## src/rtl/m_div_unit_if.sv

```systemverilog
`default_nettype none
// ============================================================================
//  m_div_unit_if
//  Request/response and divider-core signal bundle for the RV32M divide unit.
//  Revision: 1.0
// ============================================================================
interface m_div_unit_if;
  logic        req_valid;
  logic [1:0]  op;
  logic [31:0] rs1;
  logic [31:0] rs2;
  logic        flush;
  logic        stall;
  logic        resp_valid;
  logic [31:0] result;
  logic        core_start;
  logic [31:0] core_numerator;
  logic [31:0] core_denominator;
  logic [31:0] core_quotient;
  logic [31:0] core_remainder;
  logic        core_resp;

  modport slave (
    input  req_valid, op, rs1, rs2, flush,
    input  core_quotient, core_remainder, core_resp,
    output stall, resp_valid, result,
    output core_start, core_numerator, core_denominator
  );

  modport master (
    output req_valid, op, rs1, rs2, flush,
    output core_quotient, core_remainder, core_resp,
    input  stall, resp_valid, result,
    input  core_start, core_numerator, core_denominator
  );
endinterface
`default_nettype wire

```

## src/rtl/m_div_unit.sv

```systemverilog
`default_nettype none
// ============================================================================
//  m_div_unit
//  RV32M DIV/DIVU/REM/REMU front-end: sign handling, special cases, one-entry
//  result cache, and sequencing of an external iterative unsigned divider.
//  Revision: 1.0
// ============================================================================
module m_div_unit (
  input  wire logic   clk,
  input  wire logic   rst,
  m_div_unit_if.slave bus
);

  typedef enum logic [2:0] {
    IDLE  = 3'd0,
    START = 3'd1,
    WAIT  = 3'd2,
    FIXUP = 3'd3,
    DONE  = 3'd4,
    DRAIN = 3'd5
  } state_t;

  state_t state;
  state_t state_nx;

  logic [1:0]  op_r;
  logic [31:0] rs1_r;
  logic [31:0] rs2_r;
  logic        sq_r;
  logic        sr_r;
  logic [31:0] cq_r;
  logic [31:0] cr_r;
  logic [31:0] result_r;
  logic [31:0] core_num_r;
  logic [31:0] core_den_r;
  logic        cache_valid;
  logic [64:0] cache_tag;
  logic [31:0] cache_q;
  logic [31:0] cache_r;

  function automatic logic [31:0] cneg(input logic [31:0] x, input logic neg);
    return neg ? (32'd0 - x) : x;
  endfunction

  logic        is_signed_in;
  logic        div_zero;
  logic        overflow;
  logic [64:0] tag_in;
  logic        cache_hit;
  logic        fast;
  logic        accept;
  logic [31:0] fast_q;
  logic [31:0] fast_r;
  logic [31:0] fast_result;
  logic [31:0] q_fix;
  logic [31:0] r_fix;

  assign is_signed_in = ~bus.op[0];
  assign div_zero     = (bus.rs2 == 32'd0);
  assign overflow     = is_signed_in && (bus.rs1 == 32'h8000_0000) && (bus.rs2 == 32'hFFFF_FFFF);
  assign tag_in       = {is_signed_in, bus.rs1, bus.rs2};
  assign cache_hit    = cache_valid && (tag_in == cache_tag);
  assign fast         = div_zero | overflow | cache_hit;
  assign accept       = (state == IDLE) && bus.req_valid && !bus.flush;

  // Divide-by-zero and overflow take priority; a hit can only repeat them anyway.
  always_comb begin
    fast_q = cache_q;
    fast_r = cache_r;
    if (div_zero) begin
      fast_q = 32'hFFFF_FFFF;
      fast_r = bus.rs1;
    end else if (overflow) begin
      fast_q = 32'h8000_0000;
      fast_r = 32'd0;
    end
  end

  assign fast_result = bus.op[1] ? fast_r : fast_q;
  assign q_fix       = cneg(cq_r, sq_r);
  assign r_fix       = cneg(cr_r, sr_r);

  always_ff @(posedge clk or negedge rst) begin
    if (!rst) begin
      state <= IDLE;
    end else begin
      state <= state_nx;
    end
  end

  always_comb begin
    state_nx = state;
    case (state)
      IDLE:    if (accept) state_nx = fast ? DONE : START;
      START:   state_nx = bus.flush ? DRAIN : WAIT;
      WAIT: begin
        if (bus.core_resp)  state_nx = bus.flush ? IDLE : FIXUP;
        else if (bus.flush) state_nx = DRAIN;
      end
      FIXUP:   state_nx = bus.flush ? IDLE : DONE;
      DONE:    state_nx = IDLE;
      DRAIN:   if (bus.core_resp) state_nx = IDLE;
      default: state_nx = IDLE;
    endcase
  end

  always_ff @(posedge clk or negedge rst) begin
    if (!rst) begin
      op_r        <= 2'd0;
      rs1_r       <= 32'd0;
      rs2_r       <= 32'd0;
      sq_r        <= 1'b0;
      sr_r        <= 1'b0;
      cq_r        <= 32'd0;
      cr_r        <= 32'd0;
      result_r    <= 32'd0;
      core_num_r  <= 32'd0;
      core_den_r  <= 32'd0;
      cache_valid <= 1'b0;
      cache_tag   <= 65'd0;
      cache_q     <= 32'd0;
      cache_r     <= 32'd0;
    end else begin
      if (accept) begin
        op_r  <= bus.op;
        rs1_r <= bus.rs1;
        rs2_r <= bus.rs2;
        sq_r  <= is_signed_in & (bus.rs1[31] ^ bus.rs2[31]);
        sr_r  <= is_signed_in & bus.rs1[31];
        if (fast) begin
          result_r <= fast_result;
        end else begin
          core_num_r <= cneg(bus.rs1, is_signed_in & bus.rs1[31]);
          core_den_r <= cneg(bus.rs2, is_signed_in & bus.rs2[31]);
        end
      end
      if ((state == WAIT) && bus.core_resp) begin
        cq_r <= bus.core_quotient;
        cr_r <= bus.core_remainder;
      end
      // A flushed FIXUP must leave both the result and the cache untouched.
      if ((state == FIXUP) && !bus.flush) begin
        result_r    <= op_r[1] ? r_fix : q_fix;
        cache_valid <= 1'b1;
        cache_tag   <= {~op_r[0], rs1_r, rs2_r};
        cache_q     <= q_fix;
        cache_r     <= r_fix;
      end
    end
  end

  assign bus.stall            = bus.req_valid && !bus.flush && (state != DONE);
  assign bus.resp_valid       = (state == DONE);
  assign bus.result           = result_r;
  assign bus.core_start       = (state == START);
  assign bus.core_numerator   = core_num_r;
  assign bus.core_denominator = core_den_r;

endmodule
`default_nettype wire

```

## src/flat_wrapper.sv

```systemverilog
// flat-port wrapper written by rule: the top's interface ports become plain ports
module m_div_unit_flat 
  (clk, rst, bus_req_valid, bus_op, bus_rs1, bus_rs2, bus_flush, bus_core_quotient, bus_core_remainder, bus_core_resp, bus_stall, bus_resp_valid, bus_result, bus_core_start, bus_core_numerator, bus_core_denominator);
  m_div_unit_if bus_i ();
  input  wire logic clk;
  input  wire logic rst;
  input wire logic [$bits(bus_i.req_valid)-1:0] bus_req_valid;
  input wire logic [$bits(bus_i.op)-1:0] bus_op;
  input wire logic [$bits(bus_i.rs1)-1:0] bus_rs1;
  input wire logic [$bits(bus_i.rs2)-1:0] bus_rs2;
  input wire logic [$bits(bus_i.flush)-1:0] bus_flush;
  input wire logic [$bits(bus_i.core_quotient)-1:0] bus_core_quotient;
  input wire logic [$bits(bus_i.core_remainder)-1:0] bus_core_remainder;
  input wire logic [$bits(bus_i.core_resp)-1:0] bus_core_resp;
  output wire logic [$bits(bus_i.stall)-1:0] bus_stall;
  output wire logic [$bits(bus_i.resp_valid)-1:0] bus_resp_valid;
  output wire logic [$bits(bus_i.result)-1:0] bus_result;
  output wire logic [$bits(bus_i.core_start)-1:0] bus_core_start;
  output wire logic [$bits(bus_i.core_numerator)-1:0] bus_core_numerator;
  output wire logic [$bits(bus_i.core_denominator)-1:0] bus_core_denominator;
  assign bus_i.req_valid = bus_req_valid;
  assign bus_i.op = bus_op;
  assign bus_i.rs1 = bus_rs1;
  assign bus_i.rs2 = bus_rs2;
  assign bus_i.flush = bus_flush;
  assign bus_i.core_quotient = bus_core_quotient;
  assign bus_i.core_remainder = bus_core_remainder;
  assign bus_i.core_resp = bus_core_resp;
  assign bus_stall = bus_i.stall;
  assign bus_resp_valid = bus_i.resp_valid;
  assign bus_result = bus_i.result;
  assign bus_core_start = bus_i.core_start;
  assign bus_core_numerator = bus_i.core_numerator;
  assign bus_core_denominator = bus_i.core_denominator;
  m_div_unit u_core (.clk(clk), .rst(rst), .bus(bus_i));
endmodule
```

## config.mk

```make
export PLATFORM = sky130hd
export DESIGN_NAME = m_div_unit_flat
export DESIGN_NICKNAME = d
export VERILOG_FILES = /design/src/rtl/m_div_unit_if.sv /design/src/rtl/m_div_unit.sv /design/src/flat_wrapper.sv
export SDC_FILE = /design/constraint.sdc
export NUM_CORES = 1
export LEC_CHECK = 0
export CORE_ASPECT_RATIO = 0.9
export CORE_MARGIN = 2
export CORE_UTILIZATION = 55
export CTS_CLUSTER_SIZE = 12
export DETAILED_ROUTE_END_ITERATION = 10
export PLACE_DENSITY = 0.87
export SETUP_SLACK_MARGIN = 0.02
export SYNTH_ARGS = -nofsm -noshare
export SYNTH_HDL_FRONTEND = slang
export SYNTH_SLANG_ARGS = --single-unit
```

## constraint.sdc

```tcl
create_clock -name clk -period 3.5 [get_ports clk]
set_input_delay 1.05 -clock clk [delete_from_list [all_inputs] [get_ports clk]]
set_output_delay 1.05 -clock clk [all_outputs]
set_load 0.02 [all_outputs]
```

Yosys cells after proc, flatten, opt, wreduce, memory -nomap -nowiden
Cells that the tools add are included.
{"block": "totals", "ff_bits": 361, "inputBits": 135, "out_inout_bits": 99, "wordCells": 79}
{"block": "classes", "add_sub_neg": 4, "n_eq_ne": 12, "muxes": 22, "n_bitwise": 9, "n_reduce_logical": 17}
{"cell": "32-bit 2-to-1 mux", "count": 13}
{"cell": "1-bit by 32-bit subtractor with 32-bit output (first input constant)", "count": 4}
{"cell": "65-bit == test", "count": 1}
{"cell": "32-bit == test (second input constant)", "count": 2}
{"cell": "32-bit logical NOT", "count": 1}
{"cell": "3-bit 2-to-1 mux", "count": 7}
{"cell": "3-bit case mux with 5 select lines", "count": 1}
{"cell": "1-bit logical AND", "count": 9}
{"cell": "3-bit by 2-bit == test with 1-bit output (second input constant)", "count": 2}
{"cell": "3-bit == test (second input constant)", "count": 2}
{"cell": "3-bit inequality test (second input constant)", "count": 2}
{"cell": "2-bit AND reduction", "count": 2}
{"cell": "2-bit nonzero test", "count": 2}
{"cell": "1-bit bitwise AND", "count": 3}
{"cell": "3-bit by 1-bit == test with 1-bit output (second input constant)", "count": 1}
{"cell": "3-bit logical NOT", "count": 1}
{"cell": "1-bit inverter", "count": 3}
{"cell": "3-bit AND reduction", "count": 1}
{"cell": "2-bit 2-to-1 mux", "count": 1}
{"cell": "2-bit by 1-bit inequality test with 1-bit output (second input constant)", "count": 1}
{"cell": "2-bit inequality test (second input constant)", "count": 1}
{"cell": "1-bit bitwise OR", "count": 2}
{"cell": "1-bit logical NOT", "count": 1}
{"cell": "1-bit XOR", "count": 1}

Depth between registers and ports, before layout
Gate-level depths: netlist (run 1).
{"block": "logic_depth", "ltp_word": 9, "ltp_mapped": 12, "ltp_nobuf": 9}

Least setup slack after synthesis (run 1)
Ideal clock, no wire load.
{"block": "synth_path", "path_type": "input port to flip-flop", "start": "in bus_rs1[7]", "end": "reg u_core.result_r[25] (netlist: u_core.bus.result[25])", "arrival_time_ns": 3.424, "t_required_ns": 3.375, "setup_slack_ns": -0.049, "cell_stages": 10, "path_buffers": 3, "cell_sequence": "clkbuf_1 -> or4_4 -> nor4_2 -> nand2_1 -> buf_2 -> o21ai_1 -> a2bb2oi_1 -> nand2_2 -> buf_4 -> mux2_2"}
{"block": "synth_between", "elab_chain_cells": 9, "elab_cells_between_ends": 17, "classes_between": "eq/ne (2); mux (8); bitwise (2); reduce/logical (5)"}
{"item": "start: declaration", "line_no": "flat_wrapper.sv:9", "rtl": "input wire logic [$bits(bus_i.rs1)-1:0] bus_rs1;"}
{"item": "32-bit == test", "line_no": "m_div_unit.sv:60", "rtl": "assign overflow = is_signed_in && (bus.rs1 == 32'h8000_0000) && (bus.rs2 == 32'hFFFF_FFFF);"}
{"item": "1-bit logical AND (2 in series)", "line_no": "m_div_unit.sv:60"}
{"item": "32-bit 2-to-1 mux", "line_no": "m_div_unit.sv:73", "rtl": "end else if (overflow) begin"}
{"item": "32-bit 2-to-1 mux", "line_no": "m_div_unit.sv:70", "rtl": "if (div_zero) begin"}
{"item": "32-bit 2-to-1 mux", "line_no": "m_div_unit.sv:79", "rtl": "assign fast_result = bus.op[1] ? fast_r : fast_q;"}
{"item": "32-bit 2-to-1 mux", "line_no": "m_div_unit.sv:130", "rtl": "if (fast) begin"}
{"item": "32-bit 2-to-1 mux", "line_no": "m_div_unit.sv:124", "rtl": "if (accept) begin"}
{"item": "32-bit 2-to-1 mux", "line_no": "m_div_unit.sv:142", "rtl": "if ((state == FIXUP) && !bus.flush) begin"}
{"item": "end signal: assignment", "line_no": "m_div_unit.sv:131", "rtl": "result_r <= fast_result;"}
{"item": "end signal: assignment", "line_no": "m_div_unit.sv:143", "rtl": "result_r <= op_r[1] ? r_fix : q_fix;"}
{"item": "end: declaration", "line_no": "m_div_unit.sv:33", "rtl": "logic [31:0] result_r;"}
Several ways; a longest one is shown, not always the timed one. The select of a mux whose other input is x is not followed.
A chain may end at the register's enable or synchronous reset.

Worst setup path after layout (run 1)
{"block": "layout_path", "start": "in bus_rs2[28]", "end": "reg u_core.result_r[14] (netlist: u_core.bus.result[14])"}
{"block": "layout_between", "elab_chain_cells": 8, "elab_cells_between_ends": 17, "classes_between": "eq/ne (2); mux (8); bitwise (2); reduce/logical (5)"}
{"item": "start: declaration", "line_no": "flat_wrapper.sv:10", "rtl": "input wire logic [$bits(bus_i.rs2)-1:0] bus_rs2;"}
{"item": "32-bit == test", "line_no": "m_div_unit.sv:60"}
{"item": "1-bit logical AND", "line_no": "m_div_unit.sv:60"}
{"item": "32-bit 2-to-1 mux", "line_no": "m_div_unit.sv:73"}
{"item": "32-bit 2-to-1 mux", "line_no": "m_div_unit.sv:70"}
{"item": "32-bit 2-to-1 mux", "line_no": "m_div_unit.sv:79"}
{"item": "32-bit 2-to-1 mux", "line_no": "m_div_unit.sv:130"}
{"item": "32-bit 2-to-1 mux", "line_no": "m_div_unit.sv:124"}
{"item": "32-bit 2-to-1 mux", "line_no": "m_div_unit.sv:142"}
Several ways; a longest one is shown, not always the timed one. The select of a mux whose other input is x is not followed.

==> results of run 1 <==
[worst min-delay path by stage]
stage,start,endpoint,slack [ns]
2_1_floorplan,u_core.cache_q[21],u_core.cache_q[21],0.43
3_3_place_gp,u_core.rs2_r[20],u_core.cache_tag[20],0.44
3_5_place_dp,u_core.rs1_r[4],u_core.cache_tag[36],0.45
4_1_cts,u_core.rs1_r[4],u_core.cache_tag[36],0.46
5_1_grt,u_core.rs1_r[15],u_core.cache_tag[47],0.49
6_report,u_core.rs1_r[4],u_core.cache_tag[36],0.46
[sequential cells by signal, indices dropped and copies added (netlist names)]
name / flops
u_core.bus.core_denominator: 32
u_core.bus.core_numerator: 32
u_core.bus.result: 32
u_core.cache_q: 32
u_core.cache_r: 32
u_core.cache_tag: 65
u_core.cache_valid: 1
u_core.cq_r: 32
u_core.cr_r: 32
u_core.op_r: 2
u_core.rs1_r: 32
u_core.rs2_r: 32
u_core.sq_r: 1
u_core.sr_r: 1
u_core.state: 3
[layout make-up]
class | instances | share of cell area, %
multi-input cells | 1464 | 37.6
flip-flops and latches | 361 | 37.0
repair buffers | 461 | 17.4
clock buffers | 59 | 4.73
well taps | 462 | 2.37
inverters | 36 | 0.554
clock inverters | 7 | 0.349
diodes | 2 | 0.0205
[report_power, final]
part | internal (mW) | leakage (nW) | switching [mW]
clock | 2.41 | 0.610 | 1.68
sequential | 6.04 | 4.53 | 1.64
combinational | 3.58 | 5.62 | 4.47
[Yosys cell counts (all sizes together), types with 4 or more instances]
cell type,instances,area [um^2]
nand2,512,1920
dfrtp,361,9030
mux2,148,1670
o21ai,131,656
clkbuf,117,439
xnor2,109,955
nor2,68,260
xor2,64,561
a21oi,42,210
nand3,39,195
nand4,39,244
inv,35,131
nand2b,31,194
o31ai,29,231
nor4,28,213
a31oi,27,169
o41ai,23,216
buf,22,143
o211ai,21,163
or3,17,111
or4,17,139
nor3,16,80.1
o22ai,13,81.3
mux2i,12,120
and3,9,56.3
a32oi,7,61.3
o2111ai,6,52.6
a211o,5,43.8
ha,5,62.6
or2,4,25.0
[timing repair]
item	in CTS	in global routing
gates resized for setup	0	11
buffers inserted	0	1
endpoints found under the setup margin	0	92
[metrics by stage]
stage	utilization [%]	total power, mW	cell area (um^2)	setup WS [ns]	setup TNS [ns]
CTS	72.0	19.6	24300	0.0821	0
global placement	68.3	15.0	23100	-0.403	-29.55
finish	72.2	19.8	24400	0.0968	0
detailed placement	68.3	15.4	23100	-0.450	-36.37
global route	72.2	20.7	24400	0.0185	0
floorplan	-	11.8	18800	0.0204	0
[logic make-up (layout without fill, tap and decap cells)]
logic type                 count (synthesis)  count (layout)  synth area share [%]
DFF                                      361             361                  48.1
other                                      0               2                     0
and+or+nand+nor                          794             794                  18.9
buffers and inverters                    175             563                  3.81
adders and majority gates                  5               5                 0.333
xor gates and xnor gates                 173             173                  8.06
AOI/OAI and AO/OA                        332             332                  11.3
muxes                                    160             160                  9.52
[per-layer routing]
layer,global-route usage (%),vias to the layer above
met4,10.4,2
met3,9.94,169
li1,-,7624
met1,49.0,8611
met2,53.7,1138
met5,0,-
[critical path: stages]
cell	delay, ns
clkdlybuf4s50_1	0.52
buf_4	0.20
nor4_2	0.30
buf_4	0.18
nand3_1	0.17
nor4_4	0.35
buf_4	0.22
buf_4	0.22
mux2i_1	0.10
a21oi_1	0.25
o22ai_1	0.13
o21ai_1	0.15
==> qor.txt, run 1 <==
Fin Hold WS: 0.465 ns
Total die area: 35700 um^2
Buffers on Ports: 233
R2r worst-path depth: 7
Minimum clock period: 3.40 ns
RSZ-0062 raised after global routing: false
Most common flop cell mapped by yosys: dfrtp_1
Synth Net Count: 2140
Gr usage total: 35.1%
Post-Layout Cell Count: 2852
Worst setup path end: u_core.bus.result[14]
Vias: 17500
Worst reg2reg startpoint: u_core.cq_r[4]
Fraction of registers with async set/reset: 100%
Initial antenna violation count: 6
First-pass GRT wire length: 96100 um
Critical path start-end classification: input pin to flip-flop
Standard-cell row count: 64
# Max-Cap Violations: 0
Most frequent cells in the layout: nand2_1 (510), dfrtp_1 (361), clkdlybuf4s50_1 (231)
Via/cell ratio: 6.15
Netlist cell types: 73
Syn_area_per_cell: 9.40 um^2
Root buffer cell: clkbuf_16
Setup crit end kind: flip-flop
CTS tree: yes
Area grow syn2layout: 29.8%
PwrDens: 812 nW/um^2
Worst Clk Skew: 0.0142 ns
Largest net degree at the start of global routing: 91
DR iter-0 viols: 2140
Fillers: 2288
DRT met1 WL: 24900 um
Placed insts: 2783
Wirelength per Cell: 22.0 um
Critical path required time: 3.95 ns
WL met2: 27800 um
Top routing layer in use: met5
Path category of the worst min-delay check: flip-flop to flip-flop
Clock latency on the worst-skew pair: 0.53 ns
R2R setup slack: 0.23 ns
Critical path launch point type: input pin
Period utilisation layout: 97.2%
H-tree depth: 2
Data arrival time of the critical path: 3.85 ns
Ys Warns: 0
Layout cell share with drive strength beyond 1: 16.8%
Hold Path Depth: 2
DRC: 0
Clk buf depth: 3
Number of synthesized register bits: 361
CTS Buf Count: 39
Mapped cell area: 18800 um^2
Maximum clock frequency: 294 MHz
Register Area: 9030 um^2
Final-report hold violation count: 0
RR Endpoint: u_core.bus.result[24]
Footprint of the multi-input gates: 9160 um^2
Least-Margin Pin Slew: 0.971 ns
Slew Limit Fails: 0
Worst VDD drop: 0.000468 V
Post-Route WL: 62800 um
Crit-path max FO: 10
Die Y: 179 um
Status: finished clean
Max_slew headroom: 35.3%
Commonest non-fill, non-tap cell in the layout: nand2_1
Clk sinks: 361
Nets: 2503
Critical Path Start: bus_rs2[28]
Starting Density: 55.6%
IO Count: 234
Seq/Total Area, Yosys: 48.1%
1st-pass router iterations: 6
Placed wire-length estimate: 46500 um
EDFF count, synth: 0
Final setup vio count: 0
Number of global-route vias before repair: 16800
Hold-fix buffers at CTS: 0
Cell leakage power: 10.8 nW
Core area: 33800 um^2
Met3 WL: 8120 um
Grt total ovfl: 0
DIE WIDTH: 199 um
Cells after Synth: 2000
Antenna viol nets, final: 0
GP Congestion: 1.01
Reg clk slew, reported paths: 0.06 ns
Note: power is estimated with default switching activity, not from simulation.
==> run 2: changes to the inputs <==
Settings changed: DONT_BUFFER_PORTS set to 1, PLACE_DENSITY 0.87 to 0.78.
==> run 2 against run 1 <==
  * Clock-buffer cell count shrank 4
  * Power shrank 10%
  * Design area shrank 16%
  * Largest cell class unchanged
==> qor.txt, run 2 (synthesis gave the netlist of run 1 again) <==
Placed wire-length estimate: 41100 um (was 46500 um)
IO Count: 234 (unchanged)
P_int: 10.6 mW (was 12.0 mW)
Die Y: 179 um (unchanged)
Number of global-route vias before repair: 14900 (was 16800)
Cell leakage power: 8.97 nW (was 10.8 nW)
Wirelength per Cell: 23.5 um (was 22.0 um)
Critical path launch point type: flip-flop (was input pin)
Post-cts gate resize count: 0 (unchanged)
Via/cell ratio: 6.32 (was 6.15)
Hold-fix buffers at CTS: 0 (unchanged)
Clock latency on the worst-skew pair: 0.55 ns (was 0.53 ns)
Worst Clk Skew: 0.0316 ns (was 0.0142 ns)
Critical path start-end classification: flip-flop to flip-flop (was input pin to flip-flop)
Layout cell share with drive strength beyond 1: 11.4% (was 16.8%)
Setup crit end kind: flip-flop (unchanged)
Logic pwr share: 31.1% (was 40.6%)
Nets: 2104 (was 2503)
Final setup vio count: 0 (unchanged)
CTS tree: yes (unchanged)
Post-Route WL: 57500 um (was 62800 um)
DR iter-0 viols: 2098 (was 2140)
DRC: 0 (unchanged)
DIE WIDTH: 199 um (unchanged)
Clock power share: 22.1% (was 20.6%)
Critical path required time: 3.93 ns (was 3.95 ns)
Area grow syn2layout: 9.63% (was 29.8%)
Worst slack at placement: -0.0174 ns (was -0.450 ns)
Status: finished clean (unchanged)
PwrDens: 863 nW/um^2 (was 812 nW/um^2)
Worst VDD drop: 0.000515 V (was 0.000468 V)
Initial antenna violation count: 0 (was 6)
Antenna viol nets, final: 0 (unchanged)
Root buffer cell: clkbuf_16 (unchanged)
Core area: 33800 um^2 (unchanged)
Post-Layout Cell Count: 2451 (was 2852)
Setup Buffers After CTS: 0 (unchanged)
Standard-cell row count: 64 (unchanged)
Fin worst setup slack: 0.212 ns (was 0.0968 ns)
# Max-Cap Violations: 0 (unchanged)
RSZ-0062 raised after global routing: false (unchanged)
Gr usage total: 32.4% (was 35.1%)
Most frequent cells in the layout: nand2_1 (511), dfrtp_1 (361), o21ai_0 (120) (was nand2_1 (510), dfrtp_1 (361), clkdlybuf4s50_1 (231))
NetSw: 7.18 mW (was 7.79 mW)
Grt total ovfl: 0 (unchanged)
Starting Density: 55.6% (unchanged)
Buffers on Ports: 0 (was 233)
Placed insts: 2385 (was 2783)
Max FFs per register: 65 (unchanged)
Clk buf depth: 3 (unchanged)
Data arrival time of the critical path: 3.72 ns (was 3.85 ns)
Clk sinks: 361 (unchanged)
Total die area: 35700 um^2 (unchanged)
Largest net degree at the start of global routing: 362 (was 91)
GP Congestion: 0.946 (was 1.01)
Commonest non-fill, non-tap cell in the layout: nand2_1 (unchanged)
Sw Share: 40.4% (was 39.3%)
Slew Limit Fails: 0 (unchanged)
Period utilisation layout: 93.9% (was 97.2%)
Maximum clock frequency: 304 MHz (was 294 MHz)
Reg clk slew, reported paths: 0.06 ns (about the same)
Max_slew headroom: 20.2% (was 35.3%)
CTS Buf Count: 39 (unchanged)
Vias: 15500 (was 17500)
H-tree depth: 2 (unchanged)
Crit-path max FO: 11 (was 10)
Reg with most FFs: u_core.cache_tag (unchanged)
Minimum clock period: 3.29 ns (was 3.40 ns)
Final-report hold violation count: 0 (unchanged)
Flop pwr share: 46.8% (was 38.8%)
1st-pass router iterations: 8 (was 6)
First-pass GRT wire length: 88600 um (was 96100 um)
Least-Margin Pin Slew: 1.20 ns (was 0.971 ns)
Path category of the worst min-delay check: input pin to async pin (was flip-flop to flip-flop)
run 2: final cells by class:
type | count | area, um^2
Fill cell | 2795 | 13200
Multi-Input combinational cell | 1464 | 9100
Sequential cell | 361 | 9030
Clock buffer | 55 | 1100
Tap cell | 462 | 578
Timing Repair Buffer | 62 | 566
Inverter | 36 | 135
Clock inverter | 10 | 93.8
Antenna cell | 1 | 2.50
run 2: path summary, 6_finish.rpt:
kind	start	end	slack, ns	cells past startpoint
setup / recovery	u_core.cq_r[4]	u_core.bus.result[25]	0.21	7
hold / removal	rst	u_core.rs2_r[2]	0.20	0
setup reg to reg	u_core.cq_r[4]	u_core.bus.result[25]	0.21	7
hold reg to reg	u_core.rs1_r[4]	u_core.cache_tag[36]	0.44	2
max in group asynchronous	rst	u_core.cache_q[30]	2.32	0
min in group clk	u_core.rs1_r[4]	u_core.cache_tag[36]	0.44	2
run 2: metal layers:
layer / track usage, % / routed length, um / part of all wire (%) / vias to the layer above
met4: 11.3 / 1910 / 3.3 / 0
met3: 10.6 / 7780 / 14 / 127
li1: - / - / - / 6819
met5: 0 / 0 / 0 / -
met1: 45.6 / 22900 / 40 / 7618
met2: 47.0 / 24900 / 43 / 917
run 2: through the flow:
| stage | power, mW | instance area [um^2] | setup TNS, ns | util (%) | hold WS (ns) |
|---|---|---|---|---|---|
| floorplan | 11.8 | 18800 | 0 | - | 0.427 |
| detailed placement | 13.7 | 19400 | -0.0545 | 57.5 | 0.449 |
| global placement | 13.4 | 19400 | 0 | 57.5 | 0.445 |
| global route | 18.7 | 20600 | 0 | 61.0 | 0.188 |
| finish | 17.8 | 20600 | 0 | 61.0 | 0.203 |
| CTS | 17.7 | 20600 | 0 | 61.0 | 0.206 |
run 2: critical path, stage by stage (launching register included):
cell	delay, ns
dfrtp_1	0.41
or4_1	0.71
or3_1	0.56
o41ai_1	0.46
xor2_1	0.43
mux2_2	0.25
o22ai_1	0.07
mux2_2	0.28
run 2: power groups by stage:
stage	Combinational (mW)	Clock (mW)	Sequential, mW
after detailed placement	5.36	0	8.34
after global routing	6.03	4.14	8.56
final	5.53	3.93	8.33
after global placement	5.13	0	8.25
after floorplan	4.04	0	7.74
after CTS	5.41	3.96	8.29
==> run 3: changes to the inputs <==
Settings changed: CELL_PAD_IN_SITES_DETAIL_PLACEMENT set to 2, CELL_PAD_IN_SITES_GLOBAL_PLACEMENT set to 2, CORE_MARGIN 2 to not set, CORE_UTILIZATION 55 to 40, PLACE_DENSITY 0.78 to 0.88.
==> run 3 against run 2 <==
  * Power rose by 11%
  * Global-route usage rose by 3.0 points
  * Critical path depth did not move
  * Routed wire length rose by 47%
  * Sequential cell count did not move
  * Fmax fell by 3.3%
  * Highest routed layer is now met5
  * Sequential power rose by 3.8%
  * Core utilization fell by 15 points
  * Final cell count rose by 6.6%
  * Clock power rose by 19%
  * Die area rose by 34%
  * Critical path type unchanged
  * Combinational power rose by 15%
  * Largest power group unchanged
==> qor.txt, run 3 (synthesis gave the netlist of run 1 again) <==
Status: finished clean (unchanged)
Layout cell share with drive strength beyond 1: 12.4% (was 11.4%)
PwrDens: 934 nW/um^2 (was 863 nW/um^2)
Gr usage total: 35.4% (was 32.4%)
Reg clk slew, reported paths: 0.06 ns (about the same)
Setup crit end kind: flip-flop (unchanged)
Clock latency on the worst-skew pair: 0.60 ns (was 0.55 ns)
CP Buf/Inv Count: 0 (unchanged)
P_int: 11.1 mW (was 10.6 mW)
Wirelength per Cell: 32.4 um (was 23.5 um)
DRC: 0 (unchanged)
Root buffer cell: clkbuf_16 (unchanged)
Hold-fix buffers at CTS: 0 (unchanged)
Dpl cell area: 19700 um^2 (was 19400 um^2)
Antenna viol nets, final: 0 (unchanged)
NetSw: 8.59 mW (was 7.18 mW)
Fillers: 4761 (was 2795)
Fin Hold WS: 0.183 ns (was 0.203 ns)
Cell leakage power: 9.13 nW (was 8.97 nW)
Path category of the worst min-delay check: input pin to async pin (unchanged)
R2r worst-path depth: 7 (unchanged)
Minimum clock period: 3.40 ns (was 3.29 ns)
DIE WIDTH: 231 um (was 199 um)
Clk sinks: 361 (unchanged)
Worst VDD drop: 0.000361 V (was 0.000515 V)
Crit path depth: 7 (unchanged)
Least-Margin Pin Slew: 0.890 ns (was 1.20 ns)
1st-pass router iterations: 7 (was 8)
Placed wire-length estimate: 55100 um (was 41100 um)
Starting Density: 41.0% (was 55.6%)
Sw Share: 43.6% (was 40.4%)
Final setup vio count: 0 (unchanged)
Final-report hold violation count: 0 (unchanged)
Worst reg2reg startpoint: u_core.cr_r[4] (was u_core.cq_r[4])
R2R setup slack: 0.10 ns (was 0.21 ns)
Critical path start-end classification: flip-flop to flip-flop (unchanged)
Logic pwr share: 32.3% (was 31.1%)
Top delay family on crit path: simple AND/OR/NAND/NOR gates (unchanged)
Clock power share: 23.8% (was 22.1%)
Area grow syn2layout: 12.1% (was 9.63%)
Max_slew headroom: 40.2% (was 20.2%)
Initial antenna violation count: 4 (was 0)
Critical path's slowest cell: nor3_1 (was or4_1)
Max FFs per register: 65 (unchanged)
Total die area: 47900 um^2 (was 35700 um^2)
Crit-path max FO: 7 (was 11)
Maximum clock frequency: 294 MHz (was 304 MHz)
Flop pwr share: 43.9% (was 46.8%)
Via/cell ratio: 6.42 (was 6.32)
Standard-cell row count: 74 (was 64)
Post-Route WL: 84700 um (was 57500 um)
RR Endpoint: u_core.bus.result[27] (was u_core.bus.result[25])
Post-Layout Cell Count: 2613 (was 2451)
CTS tree: yes (unchanged)
Worst setup path end: u_core.bus.result[27] (was u_core.bus.result[25])
CTS Buf Count: 42 (was 39)
GP Congestion: 0.899 (was 0.946)
Period utilisation layout: 97.1% (was 93.9%)
Critical path required time: 3.97 ns (was 3.93 ns)
Slew Limit Fails: 0 (unchanged)
Grt total ovfl: 0 (unchanged)
Vias: 16800 (was 15500)
Setup Buffers After CTS: 0 (unchanged)
Data arrival time of the critical path: 3.87 ns (was 3.72 ns)
Largest net degree at the start of global routing: 362 (unchanged)
Critical Path Start: u_core.cr_r[4] (was u_core.cq_r[4])
Cell Chain, Critical Path: nor3_1 > nand3_1 > or3_1 > o21ai_1 > xor2_1 > o221ai_1 > mux2_2 (was or4_1 > or3_1 > o41ai_1 > xor2_1 > mux2_2 > o22ai_1 > mux2_2)
Commonest non-fill, non-tap cell in the layout: nand2_1 (unchanged)
Number of global-route vias before repair: 18800 (was 14900)
Final Util: 46.0% (was 61.0%)
# Max-Cap Violations: 0 (unchanged)
Buffers on Ports: 0 (unchanged)
H-tree depth: 2 (unchanged)
Clk buf depth: 3 (unchanged)
Design area: 21100 um^2 (was 20600 um^2)
Slowest Stage Delay on Critical Path: 0.63 ns (was 0.71 ns)
Setup_tns: 0 ns (unchanged)
RSZ-0062 raised after global routing: false (unchanged)
DR iter-0 viols: 1452 (was 2098)
Reg with most FFs: u_core.cache_tag (unchanged)
Critical path launch point type: flip-flop (unchanged)
Placed insts: 2538 (was 2385)
Core area: 45800 um^2 (was 33800 um^2)
Most frequent cells in the layout: nand2_1 (511), dfrtp_1 (361), o21ai_0 (120) (unchanged)
IO Count: 234 (unchanged)
Die Y: 208 um (was 179 um)
Worst Clk Skew: 0.0325 ns (was 0.0316 ns)
Nets: 2114 (was 2104)
First-pass GRT wire length: 127000 um (was 88600 um)
-- run 3: cell types whose count changed in the layout (fill, tap and decap cells not counted), sizes merged --
cell,change
buf,+7
clkbuf,+6
bufinv,+2
clkinvlp,+2
clkinv,-1
-- run 3: cell type report --
class | instances | area (um^2) | area share (%)
Sequential cell | 361 | 9030 | 42.9
Tap cell | 608 | 761 | 3.61
Timing Repair Buffer | 69 | 618 | 2.93
Multi-Input combinational cell | 1464 | 9110 | 43.2
Clock inverter | 13 | 149 | 0.707
Antenna cell | 1 | 2.50 | 0.0119
Inverter | 36 | 135 | 0.641
Clock buffer | 61 | 1260 | 6.00
-- run 3: worst min-delay path by stage --
stage / depth (start not counted) / start / end
after floorplan: 2 / u_core.cache_q[21] / u_core.cache_q[21]
after global placement: 2 / u_core.rs1_r[19] / u_core.cache_tag[51]
after detailed placement: 2 / u_core.cache_q[30] / u_core.cache_q[30]
after CTS: 0 / rst / u_core.bus.core_denominator[9]
after global routing: 0 / rst / u_core.rs2_r[8]
final: 0 / rst / u_core.cache_tag[5]
-- run 3: repair_timing --
action | 4_1_cts | 5_1_grt
setup endpoints to repair | 0 | 2
endpoints found under the hold margin | 0 | 0
gates resized for setup | 0 | 1
-- run 3: per-stage QoR --
stage               setup WS (ns)  power (mW)
floorplan                  0.0204        11.8
global placement          -0.0444        13.6
detailed placement         -0.273        14.4
CTS                        0.0727        19.5
global route               0.0861        20.4
finish                      0.102        19.7
-- run 3: power by group through the flow --
stage / clock network, mW / registers (mW) / logic, mW
6_report: 4.68 / 8.65 / 6.36
5_1_grt: 4.84 / 8.81 / 6.75
4_1_cts: 4.71 / 8.58 / 6.24
3_5_place_dp: 0 / 8.51 / 5.87
3_3_place_gp: 0 / 8.29 / 5.31
2_1_floorplan: 0 / 7.74 / 4.04
-- run 3: layer usage --
layer | part of all wire [%] | track usage (%) | routed length [um]
met1 | 39 | 43.4 | 33300
met2 | 47 | 56.9 | 39700
met3 | 9.1 | 10.8 | 7710
met4 | 4.6 | 16.5 | 3890
met5 | 0.056 | 0 | 47
